<file path="config.mk">
export PLATFORM = sky130hd
export DESIGN_NAME = lane_serializer
export DESIGN_NICKNAME = d
export VERILOG_FILES = /design/src/rtl/lane_serializer_pkg.sv /design/src/rtl/lane_serializer_lane_pick.sv /design/src/rtl/lane_serializer.sv
export SDC_FILE = /design/constraint.sdc
export NUM_CORES = 1
export LEC_CHECK = 0
export ABC_AREA = 1
export CAP_MARGIN = 5
export CORE_MARGIN = 8
export CORE_UTILIZATION = 45
export CTS_BUF_LIST = sky130_fd_sc_hd__clkbuf_4
export DETAILED_ROUTE_END_ITERATION = 10
export PLACE_DENSITY = 0.7
export RECOVER_POWER = 25
export SLEW_MARGIN = 20
export SYNTH_ARGS = -nofsm -noshare
export SYNTH_HDL_FRONTEND = slang
export SYNTH_HIERARCHICAL = 1
export SYNTH_SLANG_ARGS = --single-unit
export TNS_END_PERCENT = 50
</file>
<file path="constraint.sdc">
create_clock -name clk -period 3.8 [get_ports clk]
set_clock_uncertainty 0.15 [all_clocks]
set_input_delay 0.57 -clock clk [delete_from_list [all_inputs] [get_ports clk]]
set_output_delay 0.57 -clock clk [all_outputs]
set_load 0.05 [all_outputs]
</file>
<file path="src/rtl/lane_serializer_pkg.sv">
// Shared definitions for the lane serializer: FSM encoding, default sizes,
// bypass index and the length clamp rule.
package lane_serializer_pkg;

   typedef enum logic {
      IDLE   = 1'b0,
      STREAM = 1'b1
   } state_t;

   localparam int DEF_ARRAY_SIZE   = 9;
   localparam int DEF_DATA_SIZE    = 16;
   localparam int DEF_DIMDATA_SIZE = 16;
   localparam int BYPASS_INDEX     = DEF_ARRAY_SIZE;

   // A zero or oversized request means "send the whole vector".
   function automatic int effective_len(input int len, input int max_len);
      return ((len == 0) || (len > max_len)) ? max_len : len;
   endfunction

endpackage

</file>
<file path="src/rtl/lane_serializer_lane_pick.sv">
// Combinational lane extraction: returns lane 'index' of a packed vector,
// or zero for an index outside the vector.
module lane_pick
   import lane_serializer_pkg::*;
#(
   parameter int array_size = DEF_ARRAY_SIZE,
   parameter int data_size  = DEF_DATA_SIZE,
   parameter int index_size = DEF_DIMDATA_SIZE
) (
   input  logic [array_size*data_size-1:0] vec,
   input  logic [index_size-1:0]           index,
   output logic [data_size-1:0]            lane
);

   localparam logic [index_size-1:0] lane_count = index_size'(array_size);

   logic [array_size*data_size-1:0] shifted;

   assign shifted = (index < lane_count) ? (vec >> (data_size * index)) : '0;
   assign lane    = shifted[data_size-1:0];

endmodule

</file>
<file path="src/rtl/lane_serializer.sv">
// Serializes a captured vector of lanes into single-word beats with a
// valid/ready output handshake, ascending or descending, or one bypass beat.
module lane_serializer
   import lane_serializer_pkg::*;
#(
   parameter int array_size   = DEF_ARRAY_SIZE,
   parameter int data_size    = DEF_DATA_SIZE,
   parameter int dimdata_size = DEF_DIMDATA_SIZE
) (
   input  logic                           clk,
   input  logic                           reset,
   input  logic                           in_valid,
   output logic                           in_ready,
   input  logic [array_size*data_size-1:0] in_vec,
   input  logic [dimdata_size-1:0]        in_len,
   input  logic                           in_rev,
   input  logic                           bypass_en,
   input  logic [data_size-1:0]           bypass_data,
   output logic                           out_valid,
   input  logic                           out_ready,
   output logic [data_size-1:0]           out_data,
   output logic [dimdata_size-1:0]        out_index,
   output logic                           out_last
);

   localparam logic [dimdata_size-1:0] len_max = dimdata_size'(array_size);
   localparam logic [dimdata_size-1:0] one     = dimdata_size'(1);

   state_t                          state_reg, state_next;
   logic [array_size*data_size-1:0] vec_reg, vec_next;
   logic [dimdata_size-1:0]         len_reg, len_next;
   logic                            rev_reg, rev_next;
   logic [dimdata_size-1:0]         cnt_reg, cnt_next;
   logic [data_size-1:0]            data_reg, data_next;
   logic [dimdata_size-1:0]         index_reg, index_next;
   logic                            last_reg, last_next;

   logic                            accept;
   logic                            advance;
   logic [dimdata_size-1:0]         eff_len;
   logic [dimdata_size-1:0]         beat_next;
   logic [dimdata_size-1:0]         first_lane;
   logic [dimdata_size-1:0]         next_lane;
   logic [array_size*data_size-1:0] pick_vec;
   logic [dimdata_size-1:0]         pick_idx;
   logic [data_size-1:0]            pick_lane;

   assign in_ready  = (state_reg == IDLE);
   assign out_valid = (state_reg == STREAM);
   assign out_data  = data_reg;
   assign out_index = index_reg;
   assign out_last  = last_reg;

   assign accept     = in_valid && (state_reg == IDLE);
   assign advance    = (state_reg == STREAM) && out_ready && !last_reg;
   assign eff_len    = dimdata_size'(effective_len(int'(in_len), array_size));
   assign beat_next  = cnt_reg + one;
   assign first_lane = in_rev ? (eff_len - one) : '0;
   assign next_lane  = rev_reg ? (len_reg - one - beat_next) : beat_next;

   // The first beat is taken straight from in_vec so it is ready the cycle after acceptance.
   assign pick_vec = accept ? in_vec : vec_reg;
   assign pick_idx = accept ? first_lane : next_lane;

   lane_pick #(
      .array_size (array_size),
      .data_size  (data_size),
      .index_size (dimdata_size)
   ) u_lane_pick (
      .vec   (pick_vec),
      .index (pick_idx),
      .lane  (pick_lane)
   );

   always_comb begin
      state_next = state_reg;
      vec_next   = vec_reg;
      len_next   = len_reg;
      rev_next   = rev_reg;
      cnt_next   = cnt_reg;
      data_next  = data_reg;
      index_next = index_reg;
      last_next  = last_reg;
      case (state_reg)
         IDLE: begin
            if (in_valid) begin
               state_next = STREAM;
               vec_next   = in_vec;
               len_next   = eff_len;
               rev_next   = in_rev;
               cnt_next   = '0;
               if (bypass_en) begin
                  data_next  = bypass_data;
                  index_next = len_max;
                  last_next  = 1'b1;
               end else begin
                  data_next  = pick_lane;
                  index_next = pick_idx;
                  last_next  = (eff_len == one);
               end
            end
         end
         STREAM: begin
            if (out_ready) begin
               if (last_reg) begin
                  state_next = IDLE;
                  last_next  = 1'b0;
               end else begin
                  cnt_next   = beat_next;
                  data_next  = pick_lane;
                  index_next = pick_idx;
                  last_next  = (beat_next == (len_reg - one));
               end
            end
         end
         default: state_next = IDLE;
      endcase
   end

   always_ff @(posedge clk) begin
      if (reset) begin
         state_reg <= IDLE;
         vec_reg   <= '0;
         len_reg   <= '0;
         rev_reg   <= 1'b0;
         cnt_reg   <= '0;
         data_reg  <= '0;
         index_reg <= '0;
         last_reg  <= 1'b0;
      end else begin
         state_reg <= state_next;
         vec_reg   <= vec_next;
         len_reg   <= len_next;
         rev_reg   <= rev_next;
         cnt_reg   <= cnt_next;
         data_reg  <= data_next;
         index_reg <= index_next;
         last_reg  <= last_next;
      end
   end

   logic unused_advance;
   assign unused_advance = advance;

endmodule

</file>
==> flow_summary.toml, run 1 <==
[route]
wl_microns = 43700
wl_per_cell_microns = 17.1
drc_errors = 0
vias = 12910
routed_via_density = 5.05
drtIter0Drc = 980
ant_nets = 0
dr.pass1.iters = 5

[worst_setup_path]
required_ns = 4.26
crit_path_end_kind = "flip-flop"
crit_chain = "buf_4 > nor2_1 > nand2_1 > nor3_2 > buf_4 > nand2_1 > xor2_1 > ha_1 > a21oi_1 > o21ai_1 > a21oi_1 > nand3_1 > nand3_2 > nand3_4 > inv_2 > nand2_1 > nor2_2 > nand2_2 > nor2_4 > clkbuf_16 > nand3_1 > a21oi_1 > nand2_1 > a31oi_1"
cp_max_fo = 8
r2r_start = "len_reg[3]"
crit_arrival_ns = 4.19
crit_path_start = "len_reg[3]"
slowest_stage = "ha_1"
crit_top_cell = "nand2_1"
r2r_slack_ns = 0.07
crit_type = "reg -> reg"
slowest_delay_ns = 0.37
cp-start-kind = "flip-flop"

[sta]
period_needed_ns = 3.73
hold_violations = 0
setup_viol = 0
setup_slack_ns = 0.0720
tightest_slew_ns = 1.58
holdWs_ns = 0.312
timing.setup.tns_ns = 0
finalMaxSlewViolations = 154
slew_headroom_pct = -5.31
layout_worst_path_cycle_share_pct = 98.1
max_freq_mhz = 268
rsz0062_at_grt = "true"

[floorplanning]
fp.coreArea_sq_um = 27000
ios = 217
start_util_pct = 45.7
die_y_microns = 181
dieArea_sq_um = 32900
die_w_microns = 181
row_count = 60

[placement]
dpl.cell_count = 2439
dp_slack_ns = -0.109
dpl_cell_area_sq_um = 15000
gp_congestion = 0.944
dp_hpwl_microns = 31600
port_buffers = 216

[cts]
clkTransAtPathRegs_ns = 0.07
insertion_delay_ns = 0.69
cts_buffer_depth = 3
cts_tree = "built"
cts.sinks = 211
cts_buffers = 59
h-tree-depth = 2
cts.hold.buffers_added = 0
clock-root-buffer = "clkbuf_4"

[grt]
grt_pass1_wl_microns = 67900
grt_max_degree = 188
overflow = 0
grtUsageTotal_pct = 25.4
grt_antenna_before_repair = 1
grt_pass1_vias = 12554

[finish]
final_cell_area_sq_um = 16300
layoutNonFillerInstCount = 2555
final_core_util_pct = 60.4
syn2layout_area_growth_pct = 32.1
largest_reg_flops = 144
drive_gt1_share_pct = 19.7
fill_cells = 2580
nNetsFinal = 2369

[pwr]
combinationalPowerShare_pct = 34.1
powerDensity_nw_per_um2 = 426
seq_power_share_pct = 35.1
ir_drop_v = 0.000247
pwr-share-clk_pct = 30.8
total_power_mw = 6.93
switchingPower_mw = 2.45
switching_share_pct = 35.3
p_leak_nw = 7.95
intPower_mw = 4.48

[synth]
synth_edf_count = 0
ys_seq_area_share_pct = 34.3
synth.top_cells.by_area = "dfxtp_1 (34%), inv_1 (11%), nand2_1 (10%)"
yosys.area.top_type_share_pct = 34.3
synthTopCellsByCount = "inv_1 (353), nand2_1 (331), dfxtp_1 (211), nor2_1 (207), o21ai_0 (185)"
syn_avg_cell_area_sq_um = 6.40
synth_cell_types = 47
synth_seq_cells = 211
synthMostInstantiatedCell = "inv_1"
syn-instance-count = 1926
ys.flop_type = "dfxtp_1"
netlist_area_sq_um = 12300
async_flop_share_pct = 0
yosysWarnings = 6
synth_area_leader_cell = "dfxtp_1"
syn_nets = 2128

[hold_path]
min_path_type = "reg -> reg"
hp-start = "len_reg[14]"

[run_status]
violations = "capacitance limit, slew limit"
status = "finished with violations"

[flow_run]
cap_violations = 1
-- power groups by stage --
stage,registers (mW),logic [mW],clock network (mW)
after floorplan,2.55,1.27,0
final,2.43,2.36,2.14
after CTS,2.43,2.16,2.18
after global routing,2.44,2.59,2.30
after detailed placement,2.48,2.14,0
after global placement,2.47,2.13,0
-- critical path: cells and delay by family (launching register included) --
kind | cells | cell delay (ns)
xor gates and xnor gates | 1 | 0.17
AOI/OAI and AO/OA | 5 | 0.72
and+or+nand+nor | 13 | 1.33
buffers and inverters | 4 | 0.56
DFF | 1 | 0.33
adders and majority gates | 1 | 0.37
-- repair_timing --
action                                  4_1_cts  5_1_grt
pin swaps                                     0       45
gates cloned                                  0        2
buffers inserted                              0        7
endpoints found under the setup margin       16       16
resized for setup                             3      106
-- cell type report --
type | count | area [sq um] | share of cell area (%)
clock inverter | 16 | 86.3 | 0.530
clock buffer | 91 | 683 | 4.20
tap | 341 | 427 | 2.62
sequential | 211 | 4230 | 26.0
inverter | 365 | 1370 | 8.44
timing repair buffer | 278 | 2770 | 17.0
antenna | 1 | 2.50 | 0.0154
multi-input combinational | 1252 | 6700 | 41.2
-- placed cells by master, fill, tap and decap left out, types with 5 or more instances in the layout --
cell,count
a21oi_1,48
a21oi_2,16
a31oi_1,18
buf_12,9
buf_4,48
clkbuf_4,92
clkdlybuf4s50_1,215
clkinv_1,15
dfxtp_1,205
dfxtp_2,6
ha_1,11
ha_4,7
inv_1,348
inv_2,15
nand2_1,320
nand2_2,12
nand2_4,5
nand3_1,139
nand3_2,11
nand4_1,23
nor2_1,195
nor2_2,11
nor2_4,8
nor3_1,14
o21ai_0,178
o21ai_1,7
or2_2,164
xor2_1,13
-- layer usage --
| layer | routed length (microns) | track usage, % | part of all wire, % |
|---|---|---|---|
| met5 | 0 | 0 | 0 |
| met4 | 1180 | 8.33 | 2.7 |
| met3 | 2480 | 4.77 | 5.7 |
| met2 | 20400 | 42.2 | 47 |
| met1 | 19600 | 32.8 | 45 |
-- cells by family after synthesis --
kind of cell,count (synthesis),synth area share [%]
compound gates,290,12.4
xor+xnor,20,1.48
fa+ha+maj,20,2.09
flops,211,34.3
buf+inv,463,14.9
simple gates,922,34.8
-- final timing paths --
check / depth (start not counted) / to
max: 24 / out_data[15]
min reg2reg: 2 / len_reg[14]
min: 2 / len_reg[14]
max reg2reg: 24 / out_data[15]
(Power assumes the default switching activity.)
==> inputs of run 2 (changes only) <==
CORE_ASPECT_RATIO = 1.1   (was default)
SETUP_SLACK_MARGIN = 0.05   (was default)
SLEW_MARGIN = default   (was 20)
==> run 2 against run 1 <==
The flow now finishes without violations; hold slack better by 0.0041 ns; maximum frequency is 1.2% lower; non-clock buffer count is 58 higher; sequential power hardly changed; worst setup slack worse by 0.046 ns; register-to-register slack worse by 0.05 ns; flip-flop and latch count stayed put; clock power is 4% lower; combinational power is 6% higher; final area is 3.9% higher; first-iteration DRC count is 14% lower; die area hardly changed; critical path type unchanged; critical endpoint is now out_data[3].
==> flow_summary.toml, run 2 (same netlist as run 1, synthesis figures left out) <==
[floorplanning]
ios = 217
die_w_microns = 174
dieArea_sq_um = 32900
row_count = 63
die_y_microns = 190
start_util_pct = 45.7
fp.coreArea_sq_um = 27000

[route]
ant_nets = 0
topRoutingLayerUsed = "met5"
routed_via_density = 5.00
wl_met3_microns = 2080
drc_errors = 0
drtIter0Drc = 847
vias = 13116
dr.pass1.iters = 5
wl_per_cell_microns = 17.1
drt-met1-wl_microns = 18100
dr_wl_met2_microns = 22500
wl_microns = 44800

[worst_setup_path]
cp_max_fo = 8
required_ns = 4.26
slowest_stage = "dfxtp_2"
cp-start-kind = "flip-flop"
crit_arrival_ns = 4.24
crit_family = "simple AND/OR/NAND/NOR gates"
r2r_start = "len_reg[1]"
slowest_delay_ns = 0.32
crit_path_start = "len_reg[1]"
crit_buf_inv = 4
crit_type = "reg -> reg"
crit_top_cell = "nand2_1"
crit_path_end_kind = "flip-flop"

[finish]
final_common_cell = "inv_1"
drive_gt1_share_pct = 23.0
nNetsFinal = 2425
final_cell_mix = "inv_1 (347), nand2_1 (308), clkdlybuf4s50_1 (215)"
final_core_util_pct = 62.7
syn2layout_area_growth_pct = 37.2
largest_reg_flops = 144
fill_cells = 2589

[pwr]
switching_share_pct = 35.2
ir_drop_v = 0.000292
p_leak_nw = 8.25
powerDensity_nw_per_um2 = 413
combinationalPowerShare_pct = 35.7
intPower_mw = 4.53
switchingPower_mw = 2.46
seq_power_share_pct = 34.8
pwr-share-clk_pct = 29.5
total_power_mw = 6.99

[grt]
grt_antenna_before_repair = 3
overflow = 0
grt_max_degree = 188
grt_pass1_wl_microns = 68800
grtUsageTotal_pct = 25.8
grt_pass1_vias = 13081

[sta]
setup_slack_ns = 0.0261
setup_viol = 0
tightest_slew_ns = 1.16
holdWs_ns = 0.316
max_freq_mhz = 265
layout_worst_path_cycle_share_pct = 99.3
period_needed_ns = 3.77
rsz0062_at_grt = "true"
hold_violations = 0
finalMaxSlewViolations = 0
slew_headroom_pct = 22.6

[placement]
gp_congestion = 0.910
port_buffers = 216
dp_hpwl_microns = 32300
dp_slack_ns = -0.209

[cts]
cts_buffer_depth = 3
h-tree-depth = 2
cts_buffers = 57
insertion_delay_ns = 0.70
clkTransAtPathRegs_ns = 0.06
clock-root-buffer = "clkbuf_4"
cts_tree = "built"
cts.sinks = 211

[hold_path]
hp-start = "out_index[13]"
min_path_type = "reg -> reg"

[run_status]
status = "finished, final reports clean"

[flow_run]
cap_violations = 0
run 2: changes by cell type in the layout (fill, tap and decap cells not counted), sizes merged:
cell and change:
buf +60, clkbuf -6, clkinv -5, diode +1
run 2: final timing paths:
check,endpoint,slack [ns],cells after the start
setup reg to reg,out_data[3],0.03,27
setup / recovery,out_data[3],0.03,27
hold / removal,out_index[13],0.32,2
hold reg to reg,out_index[13],0.32,2
run 2: power by group through the flow:
stage / combinational [mW] / sequential, mW / clock [mW]
after floorplan: 1.27 / 2.55 / 0
after global placement: 2.19 / 2.48 / 0
after detailed placement: 2.19 / 2.48 / 0
after CTS: 2.24 / 2.43 / 2.12
after global routing: 2.72 / 2.45 / 2.23
final: 2.50 / 2.43 / 2.06
run 2: per-stage QoR:
step,instance area [sq um],TNS (ns),std cells
detailed placement,15400,-2.95,2511
finish,16900,0,2621
global placement,15400,-2.27,2511
CTS,16200,0,2610
floorplan,12300,0,1926
global route,16900,-2.83,2621
run 2: repair_timing:
action,CTS,global route
resized for setup,11,139
cloned,0,2
endpoints found under the setup margin,16,16
pin swaps,3,54
hold buffers,0,0
buffers inserted,1,8
hold endpoints to repair,0,0
run 2: final cells by class:
cell class              count  area, sq um  share of cell area (%)
repair buffers            336         3240                    19.2
clock buffers              87          653                    3.86
clock inverters            11         67.6                   0.400
multi-input cells        1252         6880                    40.7
inverters                 365         1380                    8.13
flip-flops and latches    211         4230                    25.0
diodes                      2         5.00                  0.0296
well taps                 357          447                    2.64
run 2: worst min-delay path: stages, from the launching register on:
cell     delay (ns)
dfxtp_1        0.31
nand2_1        0.06
a21oi_1        0.05
run 2: metal layers:
metal / vias up / global-route usage (%)
li1: 6577 / -
met1: 6028 / 29.2
met2: 405 / 46.1
met3: 104 / 4.24
met4: 2 / 13.9
met5: - / 0
==> inputs of run 3 (changes only) <==
CTS_BUF_LIST = sky130_fd_sc_hd__clkbuf_4 sky130_fd_sc_hd__clkbuf_8   (was sky130_fd_sc_hd__clkbuf_4)
DONT_BUFFER_PORTS = 1   (was default)
PLACE_DENSITY = 0.59   (was 0.7)
RECOVER_POWER = 50   (was 25)
==> run 3 against run 2 <==
Flip-flop and latch count unchanged; sequential share of layout area increased by 4.7 points; hold slack worse by 0.28 ns; largest cell class unchanged; highest routed layer unchanged.
==> flow_summary.toml, run 3 (same netlist as run 1, synthesis figures left out) <==
[route]
wl_per_cell_microns = 18.0
wl_microns = 42000
ant_nets = 0
routed_via_density = 5.05
vias = 11769
drc_errors = 0
dr.pass1.iters = 5
drtIter0Drc = 1061

[pwr]
intPower_mw = 4.44
seq_power_share_pct = 37.3
ir_drop_v = 0.000292
p_leak_nw = 7.19
switching_share_pct = 34.6
total_power_mw = 6.78
combinationalPowerShare_pct = 28.6
powerDensity_nw_per_um2 = 475
pwr-share-clk_pct = 34.1
switchingPower_mw = 2.34

[worst_setup_path]
slowest_delay_ns = 0.40
crit_path_end_kind = "flip-flop"
crit_type = "reg -> reg"
crit_buf_inv = 3
crit_arrival_ns = 4.01
worstReg2RegEnd = "out_data[10]"
crit_family = "simple AND/OR/NAND/NOR gates"
r2r_cells = 23
cp_max_fo = 8
cp-start-kind = "flip-flop"
r2r_slack_ns = 0.11
slowest_stage = "dfxtp_2"
required_ns = 4.12
crit_chain = "nand2_1 > nor3_4 > nand2_2 > xor2_2 > ha_4 > nand2_1 > inv_1 > nand2_1 > nand3_1 > a21oi_1 > nand3b_1 > nand3_1 > o21ai_2 > inv_2 > nand2_1 > nor2_1 > nand2_1 > nor2_4 > clkbuf_16 > nand3_1 > a21oi_1 > nand2_1 > a31oi_1"
crit_top_cell = "nand2_1"
r2r_start = "cnt_reg[7]"

[grt]
grt.busiest_layer = "met2"
met1_usage_pct = 27.5
grt_max_degree = 156
grt_pass1_wl_microns = 63300
overflow = 0
grt_antenna_before_repair = 19
grt_pass1_vias = 11189
met3_usage_pct = 6.67
grt_use_met2_pct = 42.6
grtUsageTotal_pct = 24.3

[floorplanning]
row_count = 63
dieArea_sq_um = 32900
ios = 217
start_util_pct = 45.7
die_y_microns = 190
fp.coreArea_sq_um = 27000
die_w_microns = 174

[sta]
layout_worst_path_cycle_share_pct = 97.1
finalMaxSlewViolations = 0
period_needed_ns = 3.69
slew_headroom_pct = 45.5
tightest_slew_ns = 0.816
max_freq_mhz = 271
rsz0062_at_grt = "true"
setup_viol = 0
hold_violations = 0
timing.setup.tns_ns = 0

[finish]
final_cell_mix = "inv_1 (346), nand2_1 (315), dfxtp_1 (202)"
final_cell_area_sq_um = 14300
largest_reg_flops = 144
syn2layout_area_growth_pct = 16.0
nNetsFinal = 2140
drive_gt1_share_pct = 21.3
final_core_util_pct = 53.0
final_common_cell = "inv_1"
final-seq-area_sq_um = 4250
multi_input_area_sq_um = 6680
fill_cells = 2840

[cts]
h-tree-depth = 2
cts_tree = "built"
clock-root-buffer = "clkbuf_8"
cts_buffers = 39
cts_buffer_depth = 3
cts.sinks = 211
insertion_delay_ns = 0.56
clkTransAtPathRegs_ns = 0.06

[flow_run]
cap_violations = 0

[placement]
dp_hpwl_microns = 29600
dpl_cell_area_sq_um = 12800
gp_congestion = 0.892
port_buffers = 0

[hold_path]
worstHoldEndpoint = "out_data[14]"
min_path_type = "in -> reg"
hold_depth = 2
hp-start = "bypass_data[14]"

[run_status]
status = "finished, final reports clean"
run 3: changes by cell type in the layout (fill, tap and decap cells not counted), moves of 7 or more:
cell             previous run  this run
clkdlybuf4s50_1           215         0
nand3_1                   137       144
clkinv_1                   11         1
clkbuf_8                    0        51
nand2_1                   308       315
clkbuf_4                   87        12
a21oi_2                    22         8
buf_4                     103        55
nand3_2                    16         8
a21oi_1                    42        56
diode_2                     2         9
run 3: final cells by class:
| type | count | area share [%] |
|---|---|---|
| Timing Repair Buffer | 69 | 4.84 |
| Antenna cell | 9 | 0.158 |
| Clock inverter | 6 | 0.254 |
| Sequential cell | 211 | 29.7 |
| Clock buffer | 63 | 5.54 |
| Inverter | 365 | 9.62 |
| Multi-Input combinational cell | 1252 | 46.8 |
| Tap cell | 357 | 3.13 |
run 3: power by group through the flow:
stage | clock network (mW) | registers, mW | logic [mW]
final | 2.31 | 2.53 | 1.94
after global routing | 2.47 | 2.55 | 2.16
after CTS | 2.36 | 2.53 | 1.82
after detailed placement | 0 | 2.58 | 1.74
after global placement | 0 | 2.58 | 1.73
after floorplan | 0 | 2.55 | 1.27
run 3: layer usage:
layer | up-vias | part of all wire, %
li1 | 5986 | -
met1 | 5354 | 40
met2 | 317 | 50
met3 | 92 | 6.8
met4 | 20 | 3.7
met5 | - | 0.27
run 3: per-stage QoR:
step,hold WS (ns),std cells,worst slack [ns]
5_1_grt,0.0202,2331,-0.0897
3_3_place_gp,0.302,2242,-0.0135
4_1_cts,0.0224,2315,0.0338
6_report,0.0408,2332,0.111
3_5_place_dp,0.295,2242,-0.0838
2_1_floorplan,0.279,1926,0.233
run 3: worst max-delay path by stage:
stage / startpoint / endpoint / slack [ns] / depth (start not counted)
after global routing: len_reg[1] / out_data[9] / -0.09 / 25
after floorplan: len_reg[0] / out_data[10] / 0.23 / 26
after CTS: len_reg[0] / out_data[0] / 0.03 / 25
after detailed placement: len_reg[0] / out_data[11] / -0.08 / 26
final: cnt_reg[7] / out_data[10] / 0.11 / 23
after global placement: cnt_reg[7] / out_data[14] / -0.01 / 21
run 3: repair_timing:
item / CTS / global route
endpoints found under the hold margin: 131 / 0
setup buffers: 2 / 6
pin swaps: 9 / 37
resized for setup: 22 / 94
gates cloned: 0 / 2
setup endpoints to repair: 16 / 16
hold buffers: 2 / 0
